**src/rtl/detection_pkg.sv**
```systemverilog
// Shared constants for the detection result merger: memory-port default widths,
// detection window sizes and the channel-index width helper.
package detection_pkg;

  localparam int ADDR_W_DEFAULT = 13;
  localparam int DATA_W_DEFAULT = 32;

  localparam int WIN_SIZE_CH0 = 23;
  localparam int WIN_SIZE_CH1 = 19;
  localparam int WIN_SIZE_CH2 = 17;

  // Keeps channel-index ports at least one bit wide for a single-channel build.
  function automatic int chIdxWidth(input int numCh);
    return (numCh > 1) ? $clog2(numCh) : 1;
  endfunction

  function automatic int winSize(input int ch);
    case (ch)
      0:       return WIN_SIZE_CH0;
      1:       return WIN_SIZE_CH1;
      default: return WIN_SIZE_CH2;
    endcase
  endfunction

endpackage

```
**src/rtl/detection_result_fifo.sv**
```systemverilog
// One channel's result FIFO: first-word-fall-through read, registered full/empty,
// a push into a full FIFO is refused even if a pop happens on the same edge.
module detection_result_fifo #(
  parameter  int DEPTH = 4,
  parameter  int WIDTH = 45,
  localparam int PTR_W = $clog2(DEPTH),
  localparam int CNT_W = PTR_W + 1
) (
  input  logic             iClk,
  input  logic             iReset,
  input  logic             iPush,
  input  logic [WIDTH-1:0] iData,
  input  logic             iPop,
  output logic [WIDTH-1:0] oData,
  output logic [CNT_W-1:0] oCount,
  output logic             oFull,
  output logic             oEmpty
);

  logic [WIDTH-1:0] mem [DEPTH];
  logic [PTR_W-1:0] wrPtr;
  logic [PTR_W-1:0] rdPtr;
  logic             pushOk;
  logic             popOk;
  logic [CNT_W-1:0] countNext;

  assign pushOk = iPush && !oFull;
  assign popOk  = iPop && !oEmpty;
  // Asynchronous read so the head entry reaches the output slot on the next edge.
  assign oData  = mem[rdPtr];

  always_comb begin
    countNext = oCount;
    if (pushOk && !popOk) begin
      countNext = oCount + CNT_W'(1);
    end else if (popOk && !pushOk) begin
      countNext = oCount - CNT_W'(1);
    end
  end

  always_ff @(posedge iClk or posedge iReset) begin
    if (iReset) begin
      wrPtr  <= '0;
      rdPtr  <= '0;
      oCount <= '0;
      oFull  <= 1'b0;
      oEmpty <= 1'b1;
    end else begin
      if (pushOk) wrPtr <= wrPtr + PTR_W'(1);
      if (popOk)  rdPtr <= rdPtr + PTR_W'(1);
      oCount <= countNext;
      oFull  <= (countNext == CNT_W'(DEPTH));
      oEmpty <= (countNext == '0);
    end
  end

  always_ff @(posedge iClk) begin
    if (pushOk) mem[wrPtr] <= iData;
  end

endmodule

```
**src/rtl/detection_result_merger.sv**
```systemverilog
// Merges per-window detection results into one output-memory write stream with
// round-robin arbitration. Define DETECTION_MERGER_STATS_EN to add oHit_count.
module detection_result_merger
  import detection_pkg::*;
#(
  parameter  int NUM_CH     = 3,
  parameter  int ADDR_W     = ADDR_W_DEFAULT,
  parameter  int DATA_W     = DATA_W_DEFAULT,
  parameter  int FIFO_DEPTH = 4,
  localparam int CH_W       = chIdxWidth(NUM_CH)
) (
  input  logic                     iClk,
  input  logic                     iReset,
  input  logic                     iFrame_start,
  input  logic [NUM_CH-1:0]        iWrreq_OM,
  input  logic [NUM_CH*ADDR_W-1:0] iAddr_OM,
  input  logic [NUM_CH*DATA_W-1:0] iData_out,
  input  logic [NUM_CH-1:0]        iFinish,
  input  logic                     iWait_OM,
  output logic [NUM_CH-1:0]        oFull,
  output logic [NUM_CH-1:0]        oOverflow,
  output logic                     oWrreq_OM,
  output logic [ADDR_W-1:0]        oAddr_OM,
  output logic [DATA_W-1:0]        oData_OM,
  output logic [CH_W-1:0]          oCh_OM,
  output logic                     oFrame_done
`ifdef DETECTION_MERGER_STATS_EN
  ,
  output logic [NUM_CH*16-1:0]     oHit_count
`endif
);

  localparam int ENT_W = ADDR_W + DATA_W;
  localparam int CNT_W = $clog2(FIFO_DEPTH) + 1;

  logic [NUM_CH-1:0] fifoPop;
  logic [NUM_CH-1:0] fifoEmpty;
  logic [ENT_W-1:0]  fifoOut   [NUM_CH];
  logic [CNT_W-1:0]  fifoCount [NUM_CH];
  logic [CH_W-1:0]   lastGrant;
  logic [CH_W-1:0]   grantIdx;
  logic              grantValid;
  logic              slotFree;
  logic              slotLoad;
  logic              allEmpty;
  logic              fired;
  logic [NUM_CH-1:0] done;

  genvar gi;
  generate
    for (gi = 0; gi < NUM_CH; gi++) begin : gCh
      detection_result_fifo #(
        .DEPTH (FIFO_DEPTH),
        .WIDTH (ENT_W)
      ) uFifo (
        .iClk   (iClk),
        .iReset (iReset),
        .iPush  (iWrreq_OM[gi]),
        .iData  ({iAddr_OM[gi*ADDR_W +: ADDR_W], iData_out[gi*DATA_W +: DATA_W]}),
        .iPop   (fifoPop[gi]),
        .oData  (fifoOut[gi]),
        .oCount (fifoCount[gi]),
        .oFull  (oFull[gi]),
        .oEmpty (fifoEmpty[gi])
      );
      assign fifoPop[gi] = slotLoad && (grantIdx == CH_W'(gi));
    end
  endgenerate

  // Descending scan: the last hit is the nearest non-empty channel after lastGrant.
  always_comb begin
    grantIdx   = '0;
    grantValid = 1'b0;
    for (int k = NUM_CH; k >= 1; k--) begin
      if (!fifoEmpty[CH_W'((int'(lastGrant) + k) % NUM_CH)]) begin
        grantIdx   = CH_W'((int'(lastGrant) + k) % NUM_CH);
        grantValid = 1'b1;
      end
    end
  end

  always_comb begin
    allEmpty = 1'b1;
    for (int k = 0; k < NUM_CH; k++) begin
      if (fifoCount[k] != '0) allEmpty = 1'b0;
    end
  end

  assign slotFree    = !oWrreq_OM || !iWait_OM;
  assign slotLoad    = slotFree && grantValid;
  assign oFrame_done = (&done) && allEmpty && !oWrreq_OM && !fired;

  always_ff @(posedge iClk or posedge iReset) begin
    if (iReset) begin
      oWrreq_OM <= 1'b0;
      oAddr_OM  <= '0;
      oData_OM  <= '0;
      oCh_OM    <= '0;
      lastGrant <= CH_W'(NUM_CH - 1);
      done      <= '0;
      oOverflow <= '0;
      fired     <= 1'b0;
    end else begin
      if (slotFree) begin
        oWrreq_OM <= grantValid;
        if (grantValid) begin
          {oAddr_OM, oData_OM} <= fifoOut[grantIdx];
          oCh_OM               <= grantIdx;
        end
      end
      // A new frame overrides same-edge finish, overflow and grant updates.
      if (iFrame_start) begin
        lastGrant <= CH_W'(NUM_CH - 1);
        done      <= '0;
        oOverflow <= '0;
        fired     <= 1'b0;
      end else begin
        if (slotLoad)    lastGrant <= grantIdx;
        done      <= done | iFinish;
        oOverflow <= oOverflow | (iWrreq_OM & oFull);
        if (oFrame_done) fired <= 1'b1;
      end
    end
  end

`ifdef DETECTION_MERGER_STATS_EN
  logic        xfer;
  logic [15:0] hitCount [NUM_CH];

  assign xfer = oWrreq_OM && !iWait_OM;

  generate
    for (gi = 0; gi < NUM_CH; gi++) begin : gHit
      always_ff @(posedge iClk or posedge iReset) begin
        if (iReset) begin
          hitCount[gi] <= '0;
        end else if (iFrame_start) begin
          hitCount[gi] <= '0;
        end else if (xfer && (oCh_OM == CH_W'(gi)) && (hitCount[gi] != 16'hFFFF)) begin
          hitCount[gi] <= hitCount[gi] + 16'd1;
        end
      end
      assign oHit_count[gi*16 +: 16] = hitCount[gi];
    end
  endgenerate
`endif

endmodule

```
**config.mk**
```make
export PLATFORM = sky130hd
export DESIGN_NAME = detection_result_merger
export DESIGN_NICKNAME = d
export VERILOG_FILES = /design/src/rtl/detection_pkg.sv /design/src/rtl/detection_result_fifo.sv /design/src/rtl/detection_result_merger.sv
export SDC_FILE = /design/constraint.sdc
export NUM_CORES = 1
export LEC_CHECK = 0
export CAP_MARGIN = 20
export CORE_MARGIN = 10
export CORE_UTILIZATION = 40
export DETAILED_ROUTE_END_ITERATION = 8
export MAX_ROUTING_LAYER = met4
export SETUP_SLACK_MARGIN = 0.02
export SYNTH_ARGS = -nofsm -noshare
export SYNTH_HDL_FRONTEND = slang
export SYNTH_SLANG_ARGS = --single-unit
export TNS_END_PERCENT = 100
```
**constraint.sdc**
```tcl
create_clock -name iClk -period 6.1 [get_ports iClk]
set_clock_uncertainty 0.15 [all_clocks]
set_input_delay 1.22 -clock iClk [delete_from_list [all_inputs] [get_ports iClk]]
set_output_delay 1.22 -clock iClk [all_outputs]
set_load 0.01 [all_outputs]
```
After elaboration in Yosys (flattened, before gate mapping)
Memory sizes are Yosys's and may differ from the RTL's. Index checks and enable logic that the tools add are counted.

Flip-flop bits (word level): 84. Latch bits: 0. RAM bits: 540. ROM bits: 0. Bits of input ports: 145. Output and inout port bits: 55. Memories: 3.

Add/sub/neg operators: 15. Multiply operators: 0. Divide/modulo/power cells: 3. Order comparisons: 4. Equality and inequality tests: 5. Shift-type cells: 0. Mux-type cells: 39. Bitwise logic cells: 4. Reduce and logical (&&, ||, !) cells: 46.

Memories: gCh[0].uFifo.mem (depth 4, bits a word 45, rd ports 1, clocked after Yosys merged registers in 0, write ports 1, RTL line detection_result_fifo.sv:20) `logic [WIDTH-1:0] mem [DEPTH];`; gCh[1].uFifo.mem (depth 4, bits a word 45, rd ports 1, clocked after Yosys merged registers in 0, write ports 1, RTL line detection_result_fifo.sv:20); gCh[2].uFifo.mem (depth 4, bits a word 45, rd ports 1, clocked after Yosys merged registers in 0, write ports 1, RTL line detection_result_fifo.sv:20).

Operators by type and width (count): $mod A32 B3 Y32 const B (3); $bmux W45 S2 (1); $mux W45 (2); $mux W3 (8); $mux W1 (20); $logic_and A1 B1 Y1 (19); $logic_not A1 Y1 (15); $add A2 B1 Y2 const B (6); $lt A2 B4 Y1 const B (3); $mux W2 (5); $add A3 B1 Y3 const B (3); $eq A3 B3 Y1 const B (3); $logic_not A3 Y1 (3); $reduce_bool A3 Y1 (3); $sub A3 B1 Y3 const B (3); $add A2 B2 Y3 const B (2); $bmux W1 S2 (3); $or A3 B3 Y3 (2); $reduce_bool A2 Y1 (2); $add A2 B1 Y3 const B (1); $and A3 B3 Y3 (1); $ge A3 B3 Y1 const B (1); $not A2 Y3 (1); $reduce_and A3 Y1 (1); 5 further kinds (5).

Logic depth before layout (Yosys ltp)
Depth in word-level cells: 15. Mapped depth: 12. Mapped depth without buffers: 10.

Cells and area by module
A second synthesis with hierarchy kept.

Cells, all modules: 1210. Area total of the unflattened synthesis: 24651.1 µm².

By module, submodules not included: detection_result_fifo (instances 3, cells each 288, area an instance 7030.5 µm², sequential area each 5631.7 µm²); detection_result_merger (instances 1, cells each 346, area an instance 3559.7 µm², sequential area each 1427.6 µm²).

Worst setup path after synthesis
OpenSTA, ideal clock, no wires.

Kind: input -> register. From: input port iWrreq_OM[1]. To: memory gCh[1].uFifo.mem[0][0], enable pin. Library setup time: 407 ps. Data arrival time: 2839 ps. Slack: 2704 ps. Stages on the path: 3. Path buffers: 1. Cell sequence: nor2b_1 -> clkbuf_1 -> and2_1.

Cells in the longest elaborated chain, start to end: 3.

Ends and longest elaborated chain: from (decl) (RTL line detection_result_merger.sv:15) `input logic [NUM_CH-1:0] iWrreq_OM,`; $logic_and A1 B1 Y1 (RTL line detection_result_fifo.sv:27) `assign pushOk = iPush && !oFull;`; $mux W1 (RTL line detection_result_fifo.sv:58) `if (pushOk) mem[wrPtr] <= iData;`; $mux W1 (not written as such) (RTL line detection_result_fifo.sv:58); to (decl) (RTL line detection_result_fifo.sv:20).

Every way passes these cells.

Final worst setup path
From: register lastGrant[1]. To: register gCh[2].uFifo.oEmpty.

Cells in the longest elaborated chain, start to end: 15.

Ends and longest elaborated chain: from (decl) (RTL line detection_result_merger.sv:40) `logic [CH_W-1:0] lastGrant;`; from (signal assigned) (RTL line detection_result_merger.sv:99) `lastGrant <= CH_W'(NUM_CH - 1);`; from (signal assigned) (RTL line detection_result_merger.sv:113) `lastGrant <= CH_W'(NUM_CH - 1);`; from (signal assigned) (RTL line detection_result_merger.sv:118) `if (slotLoad) lastGrant <= grantIdx;`; $add A2 B2 Y3 (RTL line detection_result_merger.sv:75, detection_result_merger.sv:76); $mod A32 B3 Y32 (RTL line detection_result_merger.sv:75, detection_result_merger.sv:76); $bmux W1 S2 (RTL line detection_result_merger.sv:75) `if (!fifoEmpty[CH_W'((int'(lastGrant) + k) % NUM_CH)]) begin`; $mux W1 (not written as such) (2 in series) (RTL line detection_result_merger.sv:75); $mux W2 or $mux W1 (tied branches) (3 in series) (RTL line detection_result_merger.sv:75); $eq A2 B2 Y1 or $logic_and A1 B1 Y1 (tied branches) (RTL line detection_result_merger.sv:66, detection_result_merger.sv:90); $logic_and A1 B1 Y1 (*) (RTL line detection_result_merger.sv:66) `assign fifoPop[gi] = slotLoad && (grantIdx == CH_W'(gi));`; $logic_and A1 B1 Y1 (*) (RTL line detection_result_fifo.sv:28) `assign popOk = iPop && !oEmpty;`; $logic_and A1 B1 Y1 or $logic_not A1 Y1 (tied branches) (RTL line detection_result_fifo.sv:36, detection_result_fifo.sv:34); $mux W3 or $logic_and A1 B1 Y1 (tied branches) (RTL line detection_result_fifo.sv:36, detection_result_fifo.sv:34); $mux W3 (*) (RTL line detection_result_fifo.sv:34) `if (pushOk && !popOk) begin`; net gCh[2].uFifo.countNext[2] (RTL line detection_result_fifo.sv:25) `logic [CNT_W-1:0] countNext;`; $logic_not A3 Y1 (*) (RTL line detection_result_fifo.sv:53) `oEmpty <= (countNext == '0);`; to (signal assigned) (RTL line detection_result_fifo.sv:53); to (decl) (RTL line detection_result_fifo.sv:17) `output logic oEmpty`.

The timed path passes the listed nets; every way through them passes the cells marked *. The select of a mux whose other input is x is not followed. A chain may end at the register's enable or synchronous reset.

==> impl.org <==
** Synthesis
- Each instance of the synthesized netlist takes up on average 18.5 um^2.
- Main flop type after synthesis :: sky130_fd_sc_hd__edfxtp_1
- Counting distinct cell types in the post-synthesis netlist gives 63.
- Synthesis produced 1314 cells.
- In this run the cell area of the synthesized design comes to 24300 um^2.
- After synthesis, the share of flip-flops with an asynchronous set or reset is 13.5%.
- Syn_nets :: 1484
- Dominant cells by area after synthesis :: sky130_fd_sc_hd__edfxtp_1, sky130_fd_sc_hd__mux4_2, sky130_fd_sc_hd__dfrtp_1
- Register bit total from synthesis :: 624
- Yosys mapped a number of flops with a built-in enable equal to 540.
- Yosys printed 0 warnings.
- The synthesized design devotes to its leading area cell type 66.6% of total area.
- The commonest cells after synthesis are sky130_fd_sc_hd__edfxtp_1, sky130_fd_sc_hd__a21oi_1, sky130_fd_sc_hd__mux4_2, sky130_fd_sc_hd__nand2_1, sky130_fd_sc_hd__dfrtp_1.
- Largest area contributor in the synthesized netlist :: sky130_fd_sc_hd__edfxtp_1
- Share of the yosys chip area belonging to registers :: 75.3%
- Library cell with the highest instance count after synthesis :: sky130_fd_sc_hd__edfxtp_1

** Critical path
- STA classifies the critical path endpoint as a flop.
- Setup crit start kind :: flop
- The most critical setup path has its startpoint at lastGrant[1].
- STA puts the critical path data required time at 6.49 ns.
- Worst r2r src :: lastGrant[1]
- Worst Path Class, Setup :: reg2reg
- STA puts the critical path data arrival time at 4.17 ns.
- In this run the worst path has a maximum fanout of 37.

** Route
- Post-detailed-route DRC marker count :: 0
- Antenna Violating Nets Remaining :: 0
- Iteration count of the initial detailed-routing pass :: 6
- Across all layers, the routed design uses 12500 vias.
- Total Routed Length :: 58100 um
- Vias/cell :: 5.30
- For this block, the initial DRC count from the detailed router was 997.
- Routed WL per cell :: 24.6 um

** Place
- At the end of routability-driven placement, the weighted congestion stood at 0.785.
- Dpl cell area :: 27200 um^2
- Summed over all nets, the half-perimeter wirelength after detailed placement is 38300 um.
- Port buffering added 199 buffers.

** Clocking
- After clock tree synthesis, the clock-pin slew on the worst setup and hold paths is 0.06 ns.
- The clock net in this run drives a total of 624 sinks.
- Clock latency on the worst-skew pair :: 0.62 ns
- TritonCTS buffer count :: 61
- Clock root cell :: sky130_fd_sc_hd__clkbuf_16
- In this run, post-CTS hold repair placed 0 buffers.
- TritonCTS built the clock tree.
- In this run the number of H-tree levels came out at 2.
- The number of setup buffers added after CTS is 0.
- Counting along the longest clock path gives a buffer depth of 3.
- Once the clock tree was built, the resizer swapped 0 gates to a different size.

** Global route
- Number of antenna violations at the first check in global routing :: 4
- The number of global-route vias before repair is 13100.
- For this run, the total global-route usage over all layers was measured as 17.0%.
- The first global-routing pass estimated 87000 um of wire.
- Entering global routing, the biggest net connects 96 pins.
- Gr ovfl total :: 0

** Floorplan
- The die covers 71100 um^2.
- Starting utilization of the core area :: 40.3%
- I/O pin count :: 200
- Die height :: 267 um
- Horizontal die dimension :: 267 um
- The core region is 60400 um^2.
- The floorplan has 90 rows.

** Timing
- Summed over all failing endpoints, the final setup total negative slack is 0 ns.
- Final setup violation count :: 0
- The final critical path takes up 61.9% of the cycle.
- The final-report max-slew violation count was 0.
- Measured against its own limit, the worst slew margin works out to 28.9%.
- Tightest Pin Transition :: 1.07 ns
- Total count of hold-check failures in the final report :: 0
- Counting I/O delays and the setup requirement, the final critical path takes 3.78 ns.
- Setup repair after global routing missed its margin :: no
- Timing-limited maximum frequency :: 0.265 GHz

** Min path
- The min-delay analysis places its worst path in the category reg2reg.
- Launch instance of the worst min-delay path :: done[0]

** Pwr
- The worst-case IR drop observed on VDD is 0.307 mV.
- Leakage power summed over all cells :: 9.80 nW
- Power spread over the standard cell area amounts to 485 nW/um^2.

** Job
- Across the run, the number of max-cap violations was 0.

** Cells and area
- Final std cell area, no fill :: 29200 um^2
- In the final design database the tool counted 1695 nets.
- Area Growth Syn to Fin :: 20.1%
- Fraction of final layout cells sized beyond drive strength 1 :: 18.3%

** Run status
- Outcome :: finished clean
-- logic make-up after synthesis --
| logic type | Yosys count | share of synthesized area, % |
|---|---|---|
| fa+ha+maj | 26 | 1.33 |
| simple gates | 227 | 4.17 |
| compound gates | 181 | 4.11 |
| mux | 143 | 12.9 |
| buf+inv | 97 | 1.67 |
| xor+xnor | 16 | 0.606 |
| flops | 624 | 75.3 |
-- area by class of cell --
type,instances,area [um^2]
Sequential cell,624,18300
Clock inverter,26,285
Timing Repair Buffer,223,2200
Tap cell,782,978
Clock buffer,88,1710
Antenna cell,4,10.0
Inverter,22,83.8
Multi-Input combinational cell,593,5640
Fill cell,5037,31100
-- metrics by stage --
stage / cells / utilization [%] / power [mW] / setup WS, ns / hold WS (ns)
6_report: 2362 / 48.4 / 14.2 / 2.32 / 0.344
5_1_grt: 2362 / 48.4 / 14.9 / 2.08 / 0.375
3_3_place_gp: 2242 / 45.1 / 10.6 / 1.90 / 0.320
4_1_cts: 2358 / 48.4 / 14.4 / 2.32 / 0.350
2_1_floorplan: 1314 / - / 8.89 / 2.57 / 0.303
3_5_place_dp: 2244 / 45.1 / 10.7 / 1.84 / 0.335
-- flip-flops by register name, summed over array words and instances (netlist names) --
register and count:
oAddr_OM 13, gCh.uFifo.mem 540, gCh.uFifo.oFull 3, done 3, gCh.uFifo.rdPtr 6, oWrreq_OM 1, oCh_OM 2, fired 1
gCh.uFifo.oCount 9, oOverflow 3, oData_OM 32, lastGrant 2, gCh.uFifo.oEmpty 3, gCh.uFifo.wrPtr 6
-- metal layers --
| metal | global-route usage (%) | wire length (um) | vias to the layer above |
|---|---|---|---|
| met5 | - | 0 | - |
| met1 | 21.0 | 24100 | 6522 |
| met2 | 28.1 | 29700 | 346 |
| li1 | - | - | 5570 |
| met4 | 5.31 | 1620 | 0 |
| met3 | 3.13 | 2750 | 92 |
-- cells in the final DEF, fill, tap and decap left out, types with 5 or more instances in the layout --
cell type,n
sky130_fd_sc_hd__a21oi_1,148
sky130_fd_sc_hd__and2_2,12
sky130_fd_sc_hd__buf_4,22
sky130_fd_sc_hd__bufinv_16,5
sky130_fd_sc_hd__clkbuf_1,20
sky130_fd_sc_hd__clkbuf_16,62
sky130_fd_sc_hd__clkbuf_8,6
sky130_fd_sc_hd__clkdlybuf4s50_1,199
sky130_fd_sc_hd__clkinv_1,6
sky130_fd_sc_hd__clkinv_2,10
sky130_fd_sc_hd__dfrtp_1,74
sky130_fd_sc_hd__dfrtp_2,5
sky130_fd_sc_hd__edfxtp_1,540
sky130_fd_sc_hd__ha_1,25
sky130_fd_sc_hd__inv_1,19
sky130_fd_sc_hd__mux4_2,135
sky130_fd_sc_hd__nand2_1,110
sky130_fd_sc_hd__nand3_1,6
sky130_fd_sc_hd__nor2_1,65
sky130_fd_sc_hd__nor2b_1,5
sky130_fd_sc_hd__o21ai_0,6
sky130_fd_sc_hd__xnor2_1,13
-- report_power, final --
part	switching [mW]	internal, mW
combinational	2.39	1.93
sequential	0.501	5.64
clock	1.56	2.16
total	4.45	9.73
-- final timing paths --
path	depth (start not counted)	slack, ns	to
max	9	2.32	gCh[2].uFifo.oEmpty
min	2	0.34	done[0]
max reg2reg	9	2.32	gCh[2].uFifo.oEmpty
min reg2reg	2	0.34	done[0]
max in group asynchronous	3	3.72	gCh[2].uFifo.rdPtr[0]
min in group asynchronous	2	0.86	oWrreq_OM
-- critical path, stage by stage, from the launching register on --
cell and delay (ns):
sky130_fd_sc_hd__dfstp_2 0.54, sky130_fd_sc_hd__ha_1 0.37, sky130_fd_sc_hd__inv_1 0.12, sky130_fd_sc_hd__a221oi_1 0.30, sky130_fd_sc_hd__o22a_2 0.46, sky130_fd_sc_hd__buf_4 0.53
sky130_fd_sc_hd__and4_1 0.52, sky130_fd_sc_hd__mux2i_1 0.27, sky130_fd_sc_hd__xor2_1 0.23, sky130_fd_sc_hd__o21ba_1 0.18
(Power assumes the default switching activity.)
